$ cat src/rtl/steak_drawer_pkg.sv
// steak_drawer_pkg: shared colour/screen constants, FSM state type and sizing helper
package steak_drawer_pkg;
  localparam int COL_W = 9;
  localparam int SCR_W = 160;
  localparam int SCR_H = 120;
  localparam int X_W = 8;
  localparam int Y_W = 7;
  typedef logic [COL_W-1:0] colour_t;
  typedef enum logic [1:0] {IDLE, DRAW, DONE} state_t;
  // Doneness colours shared with the steak controller (RGB 3:3:3)
  localparam colour_t COL_NONE        = 9'h000;
  localparam colour_t COL_FAT         = 9'h1FF;
  localparam colour_t COL_RAW         = 9'h1C0;
  localparam colour_t COL_MEDIUM_RARE = 9'h180;
  localparam colour_t COL_MEDIUM      = 9'h1A4;
  localparam colour_t COL_WELL_DONE   = 9'h124;
  localparam colour_t COL_BURNT       = 9'h049;
  function automatic int cnt_w(int n);
    return n > 1 ? $clog2(n) : 1;
  endfunction
endpackage

$ cat src/rtl/steak_drawer_raster_counter.sv
// raster_counter: row-major cx/cy sweep counters over a W x H rectangle
//   clr  - synchronous clear of both counters (wins over en)
//   en   - advance one pixel; cx wraps at W-1 and carries into cy
//   cx/cy - current column/row offset, last - at (W-1, H-1)
module raster_counter
  import steak_drawer_pkg::*;
#(
  parameter int W = 16,
  parameter int H = 12
) (
  input  logic                clk,
  input  logic                resetn,
  input  logic                clr,
  input  logic                en,
  output logic [cnt_w(W)-1:0] cx,
  output logic [cnt_w(H)-1:0] cy,
  output logic                last
);
  logic end_x, end_y;
  assign end_x = cx == cnt_w(W)'(W - 1);
  assign end_y = cy == cnt_w(H)'(H - 1);
  assign last = end_x && end_y;
  always_ff @(posedge clk or negedge resetn)
    if (!resetn) begin
      cx <= '0;
      cy <= '0;
    end else if (clr) begin
      cx <= '0;
      cy <= '0;
    end else if (en) begin
      cx <= end_x ? '0 : cx + 1'b1;
      if (end_x) cy <= end_y ? '0 : cy + 1'b1;
    end
endmodule

$ cat src/rtl/steak_drawer.sv
// steak_drawer: redraws a fat-bordered steak rectangle on every colour change or redraw request
//   colour_muscle/colour_fat - interior/border colours, sampled when a sweep starts
//   redraw                   - request one more sweep with unchanged colours
//   x/y/colour/plot          - VGA adapter pixel-write port, one pixel per cycle
//   busy                     - sweep in progress, done - pulse after the last pixel
module steak_drawer
  import steak_drawer_pkg::*;
#(
  parameter int X0 = 40,
  parameter int Y0 = 30,
  parameter int W  = 16,
  parameter int H  = 12,
  parameter int B  = 2
) (
  input  logic           clk,
  input  logic           resetn,
  input  colour_t        colour_muscle,
  input  colour_t        colour_fat,
  input  logic           redraw,
  output logic [X_W-1:0] x,
  output logic [Y_W-1:0] y,
  output colour_t        colour,
  output logic           plot,
  output logic           busy,
  output logic           done
);
  if (X0 + W > SCR_W || Y0 + H > SCR_H || 2 * B >= W || 2 * B >= H) begin : g_bad_geometry
    $error("steak_drawer: sprite geometry out of range");
  end
  state_t state;
  colour_t snap_muscle, snap_fat;
  logic pending, start, last, border;
  logic [cnt_w(W)-1:0] cx;
  logic [cnt_w(H)-1:0] cy;
  raster_counter #(.W(W), .H(H)) u_raster (
    .clk   (clk),
    .resetn(resetn),
    .clr   (start),
    .en    (state == DRAW),
    .cx    (cx),
    .cy    (cy),
    .last  (last)
  );
  assign start = state == IDLE && (pending || colour_muscle != snap_muscle || colour_fat != snap_fat);
  assign border = 32'(cx) < B || 32'(cx) >= W - B || 32'(cy) < B || 32'(cy) >= H - B;
  // Reset forces a first sweep; a redraw landing on the start edge queues another
  always_ff @(posedge clk or negedge resetn)
    if (!resetn) begin
      state <= IDLE;
      snap_muscle <= '0;
      snap_fat <= '0;
      pending <= 1'b1;
    end else begin
      pending <= redraw | (pending & ~start);
      if (start) begin
        snap_muscle <= colour_muscle;
        snap_fat <= colour_fat;
      end
      state <= start ? DRAW : state == DRAW ? (last ? DONE : DRAW) : IDLE;
    end
  // Outputs decode only registered state, so asynchronous reset clears them at once
  assign busy = state == DRAW;
  assign plot = busy;
  assign done = state == DONE;
  assign x = busy ? X_W'(X0 + 32'(cx)) : '0;
  assign y = busy ? Y_W'(Y0 + 32'(cy)) : '0;
  assign colour = busy ? (border ? snap_fat : snap_muscle) : '0;
endmodule

$ cat config.mk
export PLATFORM = sky130hd
export DESIGN_NAME = steak_drawer
export DESIGN_NICKNAME = d
export VERILOG_FILES = /design/src/rtl/steak_drawer_pkg.sv /design/src/rtl/steak_drawer_raster_counter.sv /design/src/rtl/steak_drawer.sv
export SDC_FILE = /design/constraint.sdc
export NUM_CORES = 1
export LEC_CHECK = 0
export BUFFER_PORTS_ARGS = -buffer_cell sky130_fd_sc_hd__buf_2
export CAP_MARGIN = 25
export CORE_ASPECT_RATIO = 1.5
export CORE_MARGIN = 2
export CORE_UTILIZATION = 50
export CTS_CLUSTER_DIAMETER = 80
export DETAILED_ROUTE_END_ITERATION = 8
export GPL_TIMING_DRIVEN = 1
export PLACE_DENSITY = 0.77
export SETUP_SLACK_MARGIN = 0.1
export SYNTH_ARGS = -nofsm -noshare
export SYNTH_HDL_FRONTEND = slang
export SYNTH_SLANG_ARGS = --single-unit
export TNS_END_PERCENT = 10
$ cat constraint.sdc
create_clock -name clk -period 4.7 [get_ports clk]
set_input_delay 0.47 -clock clk [delete_from_list [all_inputs] [get_ports clk]]
set_output_delay 0.47 -clock clk [all_outputs]
set_load 0.05 [all_outputs]
* Yosys cells after proc, flatten, opt, wreduce, memory -nomap -nowiden
Index checks and enable logic that the tools add are counted.
Widths: inputs -> output; s select.
** Cells by class
- Mux-type cells :: 14
- Add/sub/neg operators :: 4
- Bitwise operators :: 3
- $lt $le $gt $ge :: 4
- Reductions and logical operators :: 11
- Equal/unequal tests :: 6
** Operators with widths (count)
- $mux 4 :: 7
- $mux 9 :: 2
- $ne 9x9->1 :: 2
- $add 4x1->4 const B :: 2
- $eq 4x4->1 const B :: 2
- $ge 4x4->1 const B :: 2
- $lt 4x2->1 const B :: 2
- $add 6x4->7 const A :: 1
- $mux 7 :: 1
- $add 5x4->6 const A :: 1
- $mux 2 :: 3
- $mux 6 :: 1
- $logic_or 1x1->1 :: 5
- $reduce_bool 2->1 :: 2
- $eq 2x1->1 const B :: 1
- $eq 2x2->1 const B :: 1
- $logic_and 1x1->1 :: 2
- $logic_not 2->1 :: 1
- $reduce_and 2->1 :: 1
- $and 1x1->1 :: 1
- $not 1->1 :: 1
- $or 1x1->1 :: 1
** Storage, ports and cells
- Input port bits :: 21
- Output and inout bits :: 27
- Logic and storage cells :: 48
- Bits in registers :: 29

* Logic depth before layout (Yosys ltp)
- Depth in word-level cells :: 7
- Gate-level depth with buffers :: 8
- Gate-level depth less buffers :: 7

* Cells and area by module
A second synthesis with hierarchy kept.
** Unflattened totals
- Cell total of the unflattened synthesis :: 166
- Area total of the unflattened synthesis :: 1746.7 µm²
** By module, submodules not included
- steak_drawer :: sequential area each 526.8 µm², area each 1322.5 µm², cells an instance 123, times used 1
- raster_counter :: sequential area each 200.2 µm², area each 424.2 µm², cells an instance 43, times used 1

* Least setup slack after synthesis
No wires, ideal clock.
- Path kind :: reg2out
- From :: register u_raster.cy[1]
- To :: output port colour[0]
- Path buffers :: 1
- Setup slack :: 2269 ps
- Required time :: 4230 ps
- Data arrival time :: 1961 ps
- Stages on the path, launching flop included :: 8
- Cells stage by stage :: dfrtp_1 -> ha_1 -> nand2b_1 -> nand3_1 -> a211oi_1 -> buf_2 -> mux2i_1 -> nor2_1
** On the way
- Cells in the longest elaborated chain, start to end :: 5
- Elaborated cells on any way between the ends :: 6
- Classes of those cells :: 2 x order compare; 2 x mux; 2 x reduce/logical
** Ends and longest elaborated chain
- start, declared :: RTL line steak_drawer_raster_counter.sv:16 : output logic [cnt_w(H)-1:0] cy,
- start signal, assigned :: RTL line steak_drawer_raster_counter.sv:32 : if (end_x) cy <= end_y ? '0 : cy + 1'b1;
- $lt 4x2->1 :: RTL line steak_drawer.sv:45 : assign border = 32'(cx) < B || 32'(cx) >= W - B || 32'(cy) < B || 32'(cy) >= H - B;
- $logic_or 1x1->1 :: RTL line steak_drawer.sv:45
- $logic_or 1x1->1 (*) :: RTL line steak_drawer.sv:45
- $mux 9 (*) (2 in a row) :: RTL line steak_drawer.sv:67 : assign colour = busy ? (border ? snap_fat : snap_muscle) : '0;
- end, declared :: RTL line steak_drawer.sv:22 : output colour_t colour,
Mark *: on every way between the ends. The rest lies on a longest branch, timed or not.

* Worst setup path in the final report
- From :: register u_raster.cy[2]
- To :: output port colour[5]
The elaborated chain is that of the path after synthesis.

==> flow_summary.yaml <==
layout:
  diodes: 0
  drive_above_1_share: 0.3410
  regArea_sq_um: 726.9
  num-nets-final: 243
  post-route-util: 0.6081
  syn_to_final_growth_pct: 15.43
  final_cells: 259
  multi_input_area_sq_um: 997.2
  fillers: 335
power_and_ir_drop:
  powerDensity_nw_per_um2: 273.2
  total_power_mw: 0.5730
  power_switching_mw: 0.1700
  seqPwrFrac: 0.472
  leakagePower_nw: 0.9597
  internal_power_mw: 0.4029
  sw_frac_of_total: 0.2968
  power_frac_comb: 0.192
  ir_drop_mv: 0.2224
  clkPwrFrac: 0.337
synth:
  yosys_register_bits: 29
  ys_async_sr_fraction: 1.000
  yosys.area.top_type: "dfrtp_1"
  synth_edf_count: 0
  yosysSeqAreaShare: 0.4001
  netlist_area_sq_um: 1817
  ys_types: 40
  syn_avg_cell_area_sq_um: 10.44
  synth_top_area_share: 0.3857
  synth_cells: 174
  yosysWarnings: 0
  ys_top_cells_by_area: "dfrtp_1 39%, xnor2_1 8.2%, mux2_2 6.8%, mux2_4 5.8%, mux2i_1 5.5%"
  synthFlopType: "dfrtp_1"
sta:
  tns_ns: 0
  maxSlewViolCount: 0
  fin_crit_sh: 0.6407
  skew_ns: 0.008165
  tightestPinTransition_ns: 1.048
  fmax_ghz: 0.3321
  layout_min_cycle_time_ns: 3.011
  finalSetupViolCount: 0
  rsz0062_at_grt: "false"
  max-slew-margin-rel: 0.3000
  hold_viol: 0
detailed_routing:
  wl_um: 3487
  drt-initial-drc-count: 14
  drc: 0
  drtPass1Iterations: 4
  antenna_left: 0
  wire_per_inst_um: 13.46
  vias: 1362
  viasPerCell: 5.259
grt:
  grt_pass1_wl_um: 5844
  grt-ovfl-total: 0
  grt_usage: 0.1891
  grt_max_degree: 30
  grt_pass1_vias: 1399
  antenna_found_initial: 0
setup_path:
  crit_family: "compound AO/OA/AOI/OAI gates"
  path_cells: "inv_1 > ha_1 > nand2b_1 > nand3_1 > a211oi_2 > mux2i_1 > nor2_1 > buf_2"
  path_max_fanout: 9
  cp_num_buf_inv: 2
  endpoint_kind: "primary output"
  worstPathRequired_ns: 4.23
  worst_ep_arrival_time_ns: 2.54
  slowest_stage: "a211oi_2"
  cp_slowest_stage_delay_ns: 0.86
  r2r_setup_slack_ns: 2.47
  crit_type: "register to primary output"
  startpoint_type: "register"
clock_network:
  clock_latency_ns: 0.28
  cts_tree: "yes"
  cts_max_level: 2
  path_clk_slew_ns: 0.06
  numCtsBuffers: 5
  clockBufferDepth: 2
  clock_sinks: 29
  ctsHoldBuffers: 0
  cts_setup_buffers: 0
  cts_resized: 0
  clockRootBuffer: "clkbuf_8"
worst_hold_path:
  hold_class: "input pin to async pin"
floorplan:
  chipWidth_um: 53.22
  design.core.area_sq_um: 3448
  rows: 26
  boundaryPins: 48
  die_h_um: 77.83
  start_util: 0.5269
  dieArea_sq_um: 4141
placed_design:
  port_buffers: 44
  dp_cells: 251
  dp.final_hpwl_um: 2613
  place.gp.congestion: 0.8286
status:
  status: "completed"
run:
  drv_cap: 0
==> state kept, by name, summed over array words and instances, names as in the netlist <==
| register | flops |
|---|---|
| snap_fat | 9 |
| snap_muscle | 9 |
| u_raster.cx | 4 |
| u_raster.cy | 4 |
| state | 2 |
| pending | 1 |
==> cells by family after synthesis <==
group | share of synthesized area
compound gates | 0.07438
simple gates | 0.1515
flops | 0.4001
mux | 0.1811
other cells | 0.002064
fa+ha+maj | 0.04132
buf+inv | 0.05785
xor+xnor | 0.09160
==> through the flow <==
stage / setup WS, ns / hold slack (ns) / instance area [sq um]
2_1_floorplan: 2.269 / 0.1744 / 1824
3_3_place_gp: 2.023 / 0.5047 / 2016
3_5_place_dp: 1.997 / 0.5100 / 2016
4_1_cts: 1.661 / 0.2329 / 2097
5_1_grt: 1.477 / 0.2645 / 2097
6_report: 1.689 / 0.2137 / 2097
==> power by group through the flow <==
stage               logic (mW)  registers, mW  clock network, mW
global placement         0.110          0.274                  0
CTS                      0.111          0.270              0.198
finish                   0.110          0.270              0.193
floorplan               0.0828          0.272                  0
global route             0.119          0.272              0.209
detailed placement       0.111          0.275                  0
==> cells in the final DEF (no fill, tap or decap), drive strengths merged, types with 5 or more instances in the layout <==
cell type	n
mux2i	10
mux2	18
dfrtp	28
nor2	18
and2	5
xnor2	17
buf	44
nand2	7
a21oi	5
clkbuf	7
o21ai	5
ha	6
==> cells in the mapped netlist (2+ instances only) <==
cell	n
a21o_1	2
a21oi_1	5
and2_1	4
and3_1	4
buf_2	2
buf_4	5
clkbuf_1	2
dfrtp_1	28
ha_1	6
inv_1	4
mux2_2	11
mux2_4	7
mux2i_1	10
nand2_1	7
nand2b_1	4
nand3_1	4
nand4_1	4
nor2_1	18
nor2b_1	2
nor3_1	3
o21a_1	2
o21ai_0	5
xnor2_1	17
xor2_1	2
==> layout make-up <==
cell class,count,share of cell area
clock buffer,7,0.03640
clock inverter,1,0.002387
inverter,5,0.008950
multi-input combinational,131,0.4755
sequential,29,0.3467
tap,42,0.02506
timing repair buffer,44,0.1050
==> routing by layer <==
| layer | GRT usage | vias up | share of wire |
|---|---|---|---|
| met3 | 0.04231 | 9 | 0.038 |
| met5 | 0 | - | 0 |
| met1 | 0.2116 | 649 | 0.40 |
| li1 | - | 673 | - |
| met2 | 0.3296 | 31 | 0.54 |
| met4 | 0.07949 | 0 | 0.022 |
==> path summary, 6_finish.rpt <==
path	start	endpoint	cells after the start
setup / recovery	u_raster.cy[2]	colour[5]	8
hold / removal	resetn	snap_fat[2]	1
setup reg to reg	state[1]	u_raster.cy[2]	6
hold reg to reg	pending	pending	1
max in group asynchronous	resetn	u_raster.cy[2]	1
min in group clk	redraw	pending	2
No activity file was read; power rests on OpenSTA's default activity.
